### src/rtl/mmc1_serial_mapper.sv
// mmc1_serial_mapper
// MMC1-class bank controller. The CPU programs five internal registers through
// a 5-write serial port at $8000-$FFFF. The controller then produces the PRG,
// CHR and nametable (CIRAM) bank lines combinationally from that state.
//
// Ports:
//   CPU_M2            clock; all state updates on its falling edge
//   RST               asynchronous active-high reset
//   nCPU_ROMSEL       low = $8000-$FFFF access
//   nCPU_RW           low = write
//   CPU_A13/CPU_A14   register select, PRG half select
//   CPU_D0/CPU_D7     serial data bit / shift reset
//   PPU_A10..A12      live PPU address bits
//   CIRAM_A10         nametable select
//   PRG_A             PRG A14 and up (outer bit on top when OUTER_PRG=1)
//   CHR_A             CHR A12 and up
//   nPRG_CE           PRG ROM enable (CPU reads of $8000-$FFFF)
//   nWRAM_CE          WRAM enable ($6000-$7FFF, unless disabled by prg[4])
//   SHIFT_CNT         serial bits accepted so far (0..4)
module mmc1_serial_mapper #(
  parameter int PRG_BANK_W = 4,
  parameter int CHR_BANK_W = 5,
  parameter int OUTER_PRG  = 0,
  parameter int WR_FILTER  = 1
) (
  input  logic                            CPU_M2,
  input  logic                            RST,
  input  logic                            nCPU_ROMSEL,
  input  logic                            nCPU_RW,
  input  logic                            CPU_A13,
  input  logic                            CPU_A14,
  input  logic                            CPU_D0,
  input  logic                            CPU_D7,
  input  logic                            PPU_A10,
  input  logic                            PPU_A11,
  input  logic                            PPU_A12,
  output logic                            CIRAM_A10,
  output logic [PRG_BANK_W+OUTER_PRG-1:0] PRG_A,
  output logic [CHR_BANK_W-1:0]           CHR_A,
  output logic                            nPRG_CE,
  output logic                            nWRAM_CE,
  output logic [2:0]                      SHIFT_CNT
);

  logic [4:0] ctrl, chr0, chr1, prg;
  logic [3:0] shift;
  logic [2:0] cnt;
  logic       prev_wr;

  logic       rom_wr, accept;
  logic [4:0] value, sel;
  logic [PRG_BANK_W-1:0] prg_split, prg_inner;
  logic       unused_bits;

  assign rom_wr = !nCPU_ROMSEL && !nCPU_RW;
  // A read-modify-write instruction produces two ROM writes on adjacent
  // cycles; only the first one is meant for the mapper.
  assign accept = rom_wr && !((WR_FILTER != 0) && prev_wr);
  assign value  = {CPU_D0, shift};

  always_ff @(negedge CPU_M2 or posedge RST) begin
    if (RST) begin
      ctrl    <= 5'b01100;
      chr0    <= '0;
      chr1    <= '0;
      prg     <= '0;
      shift   <= '0;
      cnt     <= '0;
      prev_wr <= 1'b0;
    end else begin
      prev_wr <= rom_wr;
      if (accept) begin
        if (CPU_D7) begin
          cnt   <= '0;
          shift <= '0;
          ctrl  <= ctrl | 5'b01100;
        end else if (cnt != 3'd4) begin
          shift[cnt[1:0]] <= CPU_D0;
          cnt             <= cnt + 3'd1;
        end else begin
          case ({CPU_A14, CPU_A13})
            2'b00:   ctrl <= value;
            2'b01:   chr0 <= value;
            2'b10:   chr1 <= value;
            default: prg  <= value;
          endcase
          cnt <= '0;
        end
      end
    end
  end

  assign SHIFT_CNT = cnt;

  // Mirroring
  always_comb begin
    CIRAM_A10 = 1'b0;
    case (ctrl[1:0])
      2'b00:   CIRAM_A10 = 1'b0;
      2'b01:   CIRAM_A10 = 1'b1;
      2'b10:   CIRAM_A10 = PPU_A10;
      default: CIRAM_A10 = PPU_A11;
    endcase
  end

  // Selected CHR register; in 8 KB mode chr0 always drives.
  assign sel = (ctrl[4] && PPU_A12) ? chr1 : chr0;

  // A one-bit bank field has no upper bits to keep in the paired modes.
  if (CHR_BANK_W == 1) begin : g_chr_one
    assign CHR_A = ctrl[4] ? sel[0] : PPU_A12;
  end else begin : g_chr_multi
    assign CHR_A = ctrl[4] ? sel[CHR_BANK_W-1:0]
                           : {chr0[CHR_BANK_W-1:1], PPU_A12};
  end

  if (PRG_BANK_W == 1) begin : g_prg_one
    assign prg_split = CPU_A14;
  end else begin : g_prg_multi
    assign prg_split = {prg[PRG_BANK_W-1:1], CPU_A14};
  end

  always_comb begin
    prg_inner = prg_split;
    case (ctrl[3:2])
      2'b10:   prg_inner = CPU_A14 ? prg[PRG_BANK_W-1:0] : '0;
      2'b11:   prg_inner = CPU_A14 ? '1 : prg[PRG_BANK_W-1:0];
      default: prg_inner = prg_split;
    endcase
  end

  // SUROM boards route bit 4 of the active CHR register to the PRG 256 KB
  // half select, regardless of PRG mode.
  if (OUTER_PRG != 0) begin : g_outer
    assign PRG_A = {sel[4], prg_inner};
  end else begin : g_no_outer
    assign PRG_A = prg_inner;
  end

  assign nPRG_CE  = nCPU_ROMSEL | !nCPU_RW;
  assign nWRAM_CE = !(nCPU_ROMSEL && CPU_A14 && CPU_A13 && !prg[4]);

  // Registers keep all five bits even when narrower outputs ignore some.
  assign unused_bits = ^{chr0, chr1, prg, sel};

endmodule

### config.mk
export PLATFORM = sky130hd
export DESIGN_NAME = mmc1_serial_mapper
export DESIGN_NICKNAME = d
export VERILOG_FILES = /design/src/rtl/mmc1_serial_mapper.sv
export SDC_FILE = /design/constraint.sdc
export NUM_CORES = 1
export LEC_CHECK = 0
export BUFFER_PORTS_ARGS = -buffer_cell sky130_fd_sc_hd__buf_2
export CAP_MARGIN = 10
export CORE_AREA = 2 2 63 65
export DETAILED_ROUTE_END_ITERATION = 10
export DIE_AREA = 0 0 65 67
export PLACE_DENSITY = 0.67
export SLEW_MARGIN = 20
export SYNTH_ARGS = -nofsm -noshare
export SYNTH_HDL_FRONTEND = slang
export SYNTH_SLANG_ARGS = --single-unit
### constraint.sdc
create_clock -name CPU_M2 -period 5 [get_ports CPU_M2]
set_input_delay 1.25 -clock CPU_M2 [delete_from_list [all_inputs] [get_ports CPU_M2]]
set_output_delay 1.25 -clock CPU_M2 [all_outputs]
set_load 0.05 [all_outputs]
==> flow_metrics.tcl <==
set metrics [dict create \
    multi_input_comb_area_um2 743 \
    slowest_delay_ns 0.60 \
    ys_async_sr_fraction_pct 100 \
    ys_top_cells_by_area "dfrtn_1, mux2_2, a21oi_1" \
    p_total_w 0.000641 \
    instances_no_fill 214 \
    worstHoldStart "chr0[3]" \
    grt_pass1_vias 1126 \
    synth-simple-area-share_pct 13.9 \
    worst_clock_skew_ns 0.0514 \
    hold_viol 0 \
    area_growth_pct 30.8 \
    critical_path_buf_inv_count 1 \
    clkTransAtPathRegs_ns 0.06 \
    synth_most_common_cell "dfrtn_1" \
    die_x_um 65 \
    ys_ff_latch 28 \
    htreeDepth 1 \
    gr-usage-all-layers_pct 17.0 \
    hpwl_um 2370 \
    grt_first_pass_wirelength_um 5580 \
    start_kind "register" \
    antenna_found_initial 0 \
    slew_headroom_pct 67.3 \
    numCtsBuffers 3 \
    hold_slack_ns 0.454 \
    layout-drive-gt1-share_pct 51.8 \
    grt_max_degree 16 \
    core_um2 3610 \
    drc 0 \
    crit_family "flip-flops" \
    regToRegStartpoint "SHIFT_CNT[0]" \
    synth_xor_area_share_pct 0 \
    setup_viol 8 \
    maxSlewViolCount 0 \
    synth_compound_gate_area_share_pct 13.7 \
    netlist_instances 125 \
    synth_top_area_cell "dfrtn_1" \
    violations "setup timing" \
    viasPerCell 5.29 \
    muxShareOfSynthArea_pct 17.2 \
    synth_top_family_by_area "multiplexers" \
    antenna_cells 0 \
    root_buffer "clkbuf_8" \
    seq_area_um2 703 \
    synth_fa_ha_area_share_pct 3.48 \
    syn-num-nets 140 \
    ys_top_cells_by_count "dfrtn_1, mux2_2, a21oi_1, nor2_1, inv_1" \
    routed_wl_um 3290 \
    leakage_nw 0.906 \
    setup_ws_ns -0.116 \
    syn_area_um2 1440 \
    cp_max_fo 7 \
    ir_worst_vdd_v 0.000175 \
    vias 1133 \
    status "finished with violations" \
    cp.required_ns 3.75 \
    grt_setup_unrepaired "yes" \
    synth_top_area_share_pct 45.3 \
    crit_chain "nand2b_4 > a21oi_2 > nor2_2 > buf_6" \
    synth_cell_types 31 \
    die_area_um2 4360 \
    cts_hold_buf 0 \
    powerDensity_nw_per_um2 341 \
    post-place-ws_ns -0.101 \
    clock_path_buffers 2 \
    place_congestion 0.822 \
    synth_enable_flop_cells 0 \
    cp-startpoint "ctrl[3]" \
    finalNetCount 182 \
    yosys_warnings 0 \
    dp.cells 207 \
    wire_per_inst_um 15.4 \
    slowest_stage "dfstp_2" \
    clk_latency_ns 0.33 \
    cts.sinks 28 \
    ant_nets 0 \
    ys.flop_type "dfrtn_1" \
    io_pins 26 \
    avgSynthCellArea_um2 11.5 \
    hold_path.class "reg2reg" \
    port_buffers 25 \
    drt_iter0_markers 53 \
    fin_util_pct 52.1 \
    cp.arrival_ns 3.87 \
    tritoncts "done" \
    die_h_um 67 \
    tightestPinTransition_ns 0.490 \
    fillers 335 \
    gr-total-overflow 0 \
    first_pass_iters 4 \
    crit_type "reg2out" \
    max-cap-violations 0 \
    yosysSeqAreaShare_pct 49.0 \
    rows 22 \
    start_util_pct 39.8 \
    crit_path_end_kind "output pin" \
]
-- through the flow --
stage	setup TNS [ns]	cell area [um2]
after global routing	-1.07	1880
final	-0.601	1880
after CTS	-0.613	1860
after floorplan	0	1450
after detailed placement	-0.486	1720
after global placement	-0.320	1720
-- flip-flops by register name, indices dropped and copies added (netlist names) --
name,flops
chr1,5
shift,4
prg,5
prev_wr,1
ctrl,5
chr0,5
SHIFT_CNT,3
-- report_power, final --
group,total (W),switching (W),internal (W)
logic,0.000218,0.000133,0.0000855
registers,0.000291,0.0000316,0.000259
clock network,0.000132,0.0000746,0.0000576
total,0.000641,0.000239,0.000402
-- placed cells by master (no fill, tap or decap), types with 2 or more instances in the layout --
| cell | instances |
|---|---|
| o22ai_1 | 2 |
| buf_2 | 15 |
| buf_4 | 15 |
| a22o_1 | 4 |
| dfstp_2 | 2 |
| a31oi_1 | 2 |
| mux2_2 | 22 |
| dfrtn_1 | 26 |
| ha_1 | 4 |
| inv_1 | 7 |
| and4bb_2 | 2 |
| nand4b_1 | 3 |
| a21oi_1 | 6 |
| a21boi_0 | 3 |
| nor2_1 | 6 |
| a21oi_2 | 5 |
| nand2b_1 | 2 |
| o21ai_0 | 5 |
| buf_6 | 10 |
| nor2_2 | 4 |
| clkbuf_8 | 3 |
-- worst reg2reg max path, delay by kind of cell (launching register included) --
| family | cells | cell delay (ns) |
|---|---|---|
| adder cells (fa/ha/maj) | 1 | 0.33 |
| buffers and inverters | 2 | 0.22 |
| flip-flops | 1 | 0.51 |
| multiplexers | 1 | 0.36 |
| AND/OR/NAND/NOR | 2 | 0.45 |
-- cell type report --
class                           instances  area share [%]
Clock buffer                            3            2.20
Sequential cell                        28            37.4
Clock inverter                          3           0.666
Timing Repair Buffer                   40            16.0
Multi-Input combinational cell         87            39.5
Inverter                                5           0.999
Tap cell                               48            3.20
-- cells by family after synthesis --
family          after synthesis
compound gates               31
simple gates                 30
flops                        28
mux                          22
buf+inv                      10
fa+ha+maj                     4
-- timing repair --
item                                    CTS  global route
buffers inserted                          2             0
pin swaps                                 5             2
endpoints found under the hold margin     0             0
endpoints found under the setup margin    9            10
resized for setup                        22             8
-- final timing paths --
check	slack (ns)	end	cells after the start
worst max register to register	2.99	ctrl[4]	6
worst min-delay path	0.45	chr0[3]	1
max in group asynchronous	1.08	ctrl[4]	3
worst max-delay path	-0.12	PRG_A[3]	4
worst min register to register	0.45	chr0[3]	1
min in group asynchronous	3.36	ctrl[1]	2
-- routing by layer --
metal | GRT usage [%] | share of wire [%] | wire, um
met2 | 29.6 | 51 | 1670
met4 | 6.38 | 1.6 | 51
met5 | 0 | 0 | 0
met1 | 21.7 | 46 | 1500
met3 | 1.52 | 2.2 | 73
(Power assumes the default switching activity.)
